**config.mk**
```make
export PLATFORM = sky130hd
export DESIGN_NAME = lift_req_queue_flat
export DESIGN_NICKNAME = d
export VERILOG_FILES = /design/src/rtl/lift_pkg.sv /design/src/rtl/lift_req_queue_if.sv /design/src/rtl/lift_fifo.sv /design/src/rtl/lift_req_queue.sv /design/src/flat_wrapper.sv
export SDC_FILE = /design/constraint.sdc
export NUM_CORES = 1
export LEC_CHECK = 0
export ABC_CLOCK_PERIOD_IN_PS = 5600
export BUFFER_PORTS_ARGS = -buffer_cell sky130_fd_sc_hd__buf_2
export CORE_MARGIN = 2
export CORE_UTILIZATION = 60
export CTS_BUF_LIST = sky130_fd_sc_hd__clkbuf_16
export DETAILED_ROUTE_END_ITERATION = 8
export HOLD_SLACK_MARGIN = 0.06
export PLACE_DENSITY = 0.81
export SYNTH_ARGS = -nofsm -noshare
export SYNTH_HDL_FRONTEND = slang
export SYNTH_HIERARCHICAL = 1
export SYNTH_SLANG_ARGS = --single-unit
```
**constraint.sdc**
```tcl
create_clock -name clk -period 5.6 [get_ports clk]
set_input_delay 1.12 -clock clk [delete_from_list [all_inputs] [get_ports clk]]
set_output_delay 1.12 -clock clk [all_outputs]
set_load 0.01 [all_outputs]
```
**src/rtl/lift_pkg.sv**
```systemverilog
// lift_pkg: request codes and hall-button mapping shared by queue and lift controller
package lift_pkg;
   typedef enum logic [2:0] {
      NONE = 3'b000, U1 = 3'b001, U2 = 3'b010, U3 = 3'b011,
      D4 = 3'b100, D2 = 3'b110, D3 = 3'b111
   } req_code_e;
   localparam int NBTN = 6;
   localparam logic [3*NBTN-1:0] BTN_CODES = {D4, D3, D2, U3, U2, U1};
   function automatic logic [2:0] oh_code(input logic [NBTN-1:0] oh);
      logic [2:0] c;
      c = '0;
      for (int i = 0; i < NBTN; i++) c |= oh[i] ? BTN_CODES[3*i +: 3] : 3'b000;
      return c;
   endfunction
   function automatic logic [NBTN-1:0] code_oh(input logic [2:0] c);
      logic [NBTN-1:0] o;
      o = '0;
      for (int i = 0; i < NBTN; i++) o[i] = (BTN_CODES[3*i +: 3] == c);
      return o;
   endfunction
endpackage

```
**src/rtl/lift_req_queue_if.sv**
```systemverilog
// lift_req_queue_if: hall-call buttons in, queued request code and status out
interface lift_req_queue_if;
   logic [5:0] btn;
   logic       done;
   logic [2:0] din;
   logic       qEmpty;
   logic       full;
   logic [3:0] count;
   modport master (output btn, done, input din, qEmpty, full, count);
   modport slave (input btn, done, output din, qEmpty, full, count);
endinterface

```
**src/rtl/lift_fifo.sv**
```systemverilog
// lift_fifo: DEPTH x W synchronous FIFO; head reads as zero when empty
module lift_fifo #(
   parameter int DEPTH = 4,
   parameter int W = 3
) (
   input  logic         clk,
   input  logic         rst,
   input  logic         push_i,
   input  logic         pop_i,
   input  logic [W-1:0] wdata_i,
   output logic [W-1:0] rdata_o,
   output logic         empty_o,
   output logic         full_o,
   output logic [3:0]   count_o
);
   localparam int AW = $clog2(DEPTH);
   logic [W-1:0]  mem_q [DEPTH];
   logic [AW-1:0] wp_q, rp_q;
   logic [3:0]    cnt_q;
   always_ff @(posedge clk or posedge rst) begin
      if (rst) begin
         wp_q  <= '0;
         rp_q  <= '0;
         cnt_q <= '0;
      end else begin
         if (push_i) wp_q <= wp_q + AW'(1);
         if (pop_i) rp_q <= rp_q + AW'(1);
         cnt_q <= cnt_q + {3'b000, push_i} - {3'b000, pop_i};
      end
   end
   always_ff @(posedge clk) begin
      if (push_i) mem_q[wp_q] <= wdata_i;
   end
   assign empty_o = (cnt_q == 4'd0);
   assign full_o  = (cnt_q == 4'(DEPTH));
   assign count_o = cnt_q;
   assign rdata_o = empty_o ? '0 : mem_q[rp_q];
endmodule

```
**src/rtl/lift_req_queue.sv**
```systemverilog
// lift_req_queue: edge-detects hall calls, dedups against queued codes, feeds lift_fifo
module lift_req_queue
   import lift_pkg::*;
#(
   parameter int DEPTH = 4
) (
   input logic clk,
   input logic rst,
   lift_req_queue_if.slave bus
);
   logic [NBTN-1:0] btn_q, pend_q, inq_q, pend_d, inq_d, rise, cand, sel, pop_oh;
   logic            arm_q, push, pop, empty, full;
   logic [2:0]      head;
   logic [3:0]      cnt;
   // arm_q masks the first post-reset edge so buttons held through reset make no call
   always_comb begin
      rise   = arm_q ? bus.btn & ~btn_q : '0;
      cand   = pend_q & ~inq_q;
      sel    = full ? '0 : cand & (~cand + 6'd1);
      push   = |sel;
      pop    = bus.done & ~empty;
      pop_oh = pop ? code_oh(head) : '0;
      pend_d = (pend_q & ~sel & ~(inq_q & ~pop_oh)) | rise;
      inq_d  = (inq_q & ~pop_oh) | sel;
   end
   always_ff @(posedge clk or posedge rst) begin
      if (rst) begin
         btn_q  <= '0;
         arm_q  <= 1'b0;
         pend_q <= '0;
         inq_q  <= '0;
      end else begin
         btn_q  <= bus.btn;
         arm_q  <= 1'b1;
         pend_q <= pend_d;
         inq_q  <= inq_d;
      end
   end
   lift_fifo #(.DEPTH(DEPTH), .W(3)) u_fifo (
      .clk     (clk),
      .rst     (rst),
      .push_i  (push),
      .pop_i   (pop),
      .wdata_i (oh_code(sel)),
      .rdata_o (head),
      .empty_o (empty),
      .full_o  (full),
      .count_o (cnt)
   );
   assign bus.din    = head;
   assign bus.qEmpty = empty;
   assign bus.full   = full;
   assign bus.count  = cnt;
endmodule

```
**src/flat_wrapper.sv**
```systemverilog
// flat-port wrapper written by rule: the top's interface ports become plain ports
module lift_req_queue_flat import lift_pkg::*;
#(
   parameter int DEPTH = 4
)
  (clk, rst, bus_btn, bus_done, bus_din, bus_qEmpty, bus_full, bus_count);
  lift_req_queue_if bus_i ();
  input logic clk;
  input logic rst;
  input wire logic [$bits(bus_i.btn)-1:0] bus_btn;
  input wire logic [$bits(bus_i.done)-1:0] bus_done;
  output wire logic [$bits(bus_i.din)-1:0] bus_din;
  output wire logic [$bits(bus_i.qEmpty)-1:0] bus_qEmpty;
  output wire logic [$bits(bus_i.full)-1:0] bus_full;
  output wire logic [$bits(bus_i.count)-1:0] bus_count;
  assign bus_i.btn = bus_btn;
  assign bus_i.done = bus_done;
  assign bus_din = bus_i.din;
  assign bus_qEmpty = bus_i.qEmpty;
  assign bus_full = bus_i.full;
  assign bus_count = bus_i.count;
  lift_req_queue #(.DEPTH(DEPTH)) u_core (.clk(clk), .rst(rst), .bus(bus_i));
endmodule
```
==> impl_metrics.env <==
export IMPL_drt_antenna_violating_nets=0
export IMPL_clockBufferDepth=2
export IMPL_insertion_delay_ns=0.27
export IMPL_r2r_start="u_core/u_fifo/count_o[2]$_DFF_PP0_"
export IMPL_drive_gt1_frac=0.193
export IMPL_synth_seq_cells=39
export IMPL_synth_ff_type="dfrtp_1"
export IMPL_routedWlPerCell_um=15.3
export IMPL_hold_slack_ns=0.437
export IMPL_synth_top_area_frac=0.373
export IMPL_firstDrtPassIters=6
export IMPL_async_flop_share=0.692
export IMPL_fillers=203
export IMPL_fin_nets=185
export IMPL_netlist_top_cells_count="dfrtp_1, inv_1, edfxtp_1"
export IMPL_cts_max_level=2
export IMPL_critical_path_class="flop to output pin"
export IMPL_outcome="complete, but fails checks"
export IMPL_area_delta_synth_final_pct=13.2
export IMPL_cts_clk_slew_worst_paths_ns=0.05
export IMPL_vias_per_cell=5.71
export IMPL_leakage_nw=0.960
export IMPL_required_ns=4.48
export IMPL_grt_use_met2=0.338
export IMPL_syn_area_um2=1810
export IMPL_num_antenna_cells=0
export IMPL_p_comb_frac=0.382
export IMPL_synth_warnings=6
export IMPL_failed_checks="design-rule violations"
export IMPL_synthCells=143
export IMPL_worst_pin_slew_ns=0.685
export IMPL_grt_pass1_wl_mm=5.24
export IMPL_rrSetupSlack_ns=3.15
export IMPL_setup_viol=0
export IMPL_start_util=0.645
export IMPL_die_area_um2=3470
export IMPL_syn_avg_cell_area_um2=12.7
export IMPL_postCtsSetupBuffers=0
export IMPL_io_buffers=17
export IMPL_critPathCapture="bus_din[1]"
export IMPL_max_vdd_ir_drop_v=0.000341
export IMPL_drt_iter0_drc=36
export IMPL_p_per_area_nw_per_um2=571
export IMPL_synth_edf_count=12
export IMPL_drcViolationCount=1
export IMPL_clock_fmax_mhz=348
export IMPL_root_buffer="clkbuf_16"
export IMPL_grt_max_degree=20
export IMPL_period_minus_slack_ns=2.87
export IMPL_core_um2=2810
export IMPL_dp_hpwl_mm=2.30
export IMPL_maxCapViolations=0
export IMPL_antenna_found_initial=0
export IMPL_period_share=0.513
export IMPL_cts_tree="done"
export IMPL_yosysSeqAreaShare=0.573
export IMPL_slew_viol_final=0
export IMPL_grt_pass1_vias=1158
export IMPL_syn_nets=163
export IMPL_drt_wl_total_mm=3.02
export IMPL_rows=19
export IMPL_cts_sinks=39
export IMPL_grt_usage=0.209
export IMPL_synth_most_common_cell="dfrtp_1"
export IMPL_fin_worst_skew_ns=0.00234
export IMPL_setup_tns_ns=0
export IMPL_cts_hold_buf=0
export IMPL_reg2reg_depth=10
export IMPL_pin_count=18
export IMPL_synth_distinct_cells=35
export IMPL_hold_class="flop to flop"
export IMPL_grtUsageMet1=0.273
export IMPL_postLayoutCoreUtil=0.730
export IMPL_slew_headroom=0.543
export IMPL_hold_violations=0
export IMPL_cts_inserted_buffers=5
export IMPL_endpoint_kind="output pin"
export IMPL_vias=1125
export IMPL_top_usage_layer="met2"
export IMPL_rsz0062_at_grt="no"
export IMPL_p_seq_frac=0.396
export IMPL_cts_repair_resized=0
export IMPL_grt_ovfl_total=0
export IMPL_die_w_um=58.9
export IMPL_swShare=0.349
export IMPL_die_y_um=58.9
export IMPL_r2r_end="u_core/u_fifo/count_o[2]$_DFF_PP0_"
export IMPL_cp_arrival_ns=1.75
export IMPL_synth_top_area_cell="dfrtp_1"
export IMPL_gp_congestion=0.869
export IMPL_power_switching_mw=0.408
export IMPL_ys_top_cells_by_area="dfrtp_1, edfxtp_1, ha_1"
export IMPL_startpoint="u_core/u_fifo/count_o[2]$_DFF_PP0_"
export IMPL_grt_util_met3=0.0659
export IMPL_p_int_mw=0.761
export IMPL_pwr_share_clk=0.222
export IMPL_cp_start_kind="flop"
export IMPL_crit_path_max_fanout=8
## power by group through the flow
stage	clock network [mW]	registers (mW)	logic [mW]
after floorplan	0	0.454	0.340
after global placement	0	0.462	0.422
after detailed placement	0	0.468	0.447
after CTS	0.265	0.464	0.449
after global routing	0.280	0.475	0.509
final	0.259	0.463	0.446
## area by class of cell
type | count | area [um2] | area share
Tap cell | 31 | 38.8 | 0.0189
Sequential cell | 39 | 1040 | 0.506
Multi-Input combinational cell | 86 | 691 | 0.337
Timing Repair Buffer | 17 | 85.1 | 0.0415
Inverter | 16 | 60.1 | 0.0293
Clock buffer | 5 | 125 | 0.0611
Clock inverter | 3 | 12.5 | 0.00611
## per-stage QoR
stage | cells | area [um2] | power [mW] | worst slack, ns
final | 197 | 2050 | 1.17 | 2.73
after global routing | 197 | 2050 | 1.26 | 2.61
after CTS | 197 | 2050 | 1.18 | 2.72
after detailed placement | 189 | 1910 | 0.914 | 2.89
after global placement | 189 | 1910 | 0.884 | 2.96
after floorplan | 143 | 1810 | 0.794 | 3.16
## sequential cells by signal (all words and copies together), names as in the netlist
name,flops
u_core/arm_q,1
u_core/u_fifo/mem_q,12
u_core/pend_q,6
u_core/u_fifo/count_o,4
u_core/inq_q,6
u_core/u_fifo/wp_q,2
u_core/btn_q,6
u_core/u_fifo/rp_q,2
## worst min path at each step
stage | from | endpoint | slack, ns | cells after the start
after CTS | u_core/btn_q[4]$_DFF_PP0_ | u_core/pend_q[4]$_DFF_PP0_ | 0.44 | 1
after detailed placement | u_core/btn_q[4]$_DFF_PP0_ | u_core/pend_q[4]$_DFF_PP0_ | 0.43 | 1
after floorplan | u_core/btn_q[4]$_DFF_PP0_ | u_core/pend_q[4]$_DFF_PP0_ | 0.41 | 1
after global placement | u_core/btn_q[4]$_DFF_PP0_ | u_core/pend_q[4]$_DFF_PP0_ | 0.42 | 1
final | u_core/btn_q[4]$_DFF_PP0_ | u_core/pend_q[4]$_DFF_PP0_ | 0.44 | 1
after global routing | u_core/btn_q[4]$_DFF_PP0_ | u_core/pend_q[4]$_DFF_PP0_ | 0.47 | 1
## placed cells by master (no fill, tap or decap), types with 3 or more instances in the layout
cell / instances
buf_2: 17
nand2b_1: 9
a31oi_1: 3
mux4_2: 3
nor2_1: 3
o31ai_1: 3
and2_1: 4
inv_1: 17
dfrtp_1: 27
xor2_1: 3
clkbuf_16: 5
nand3b_1: 4
nand2_1: 9
nor2b_1: 3
o21ai_0: 7
ha_1: 10
edfxtp_1: 12
## critical path: stages (launching register included)
cell and delay (ns):
dfrtp_1 0.38, inv_1 0.07, ha_1 0.20, and3_1 0.30
nor2b_1 0.33, buf_2 0.20
## layer usage
layer  share of wire  routed length (um)
met1            0.44                1340
met2            0.49                1480
met3           0.058                 176
met4          0.0093                  28
met5               0                   0
## cell families after synthesis
kind of cell / Yosys count / share of synthesized area
adder cells (fa/ha/maj): 11 / 0.0802
flip-flops: 39 / 0.573
XOR/XNOR: 5 / 0.0242
AND/OR/NAND/NOR: 42 / 0.142
buffers and inverters: 18 / 0.0456
other: 1 / 0.00207
AO/OA/AOI/OAI: 22 / 0.0837
multiplexers: 5 / 0.0491
Note: power is estimated with default switching activity, not from simulation.
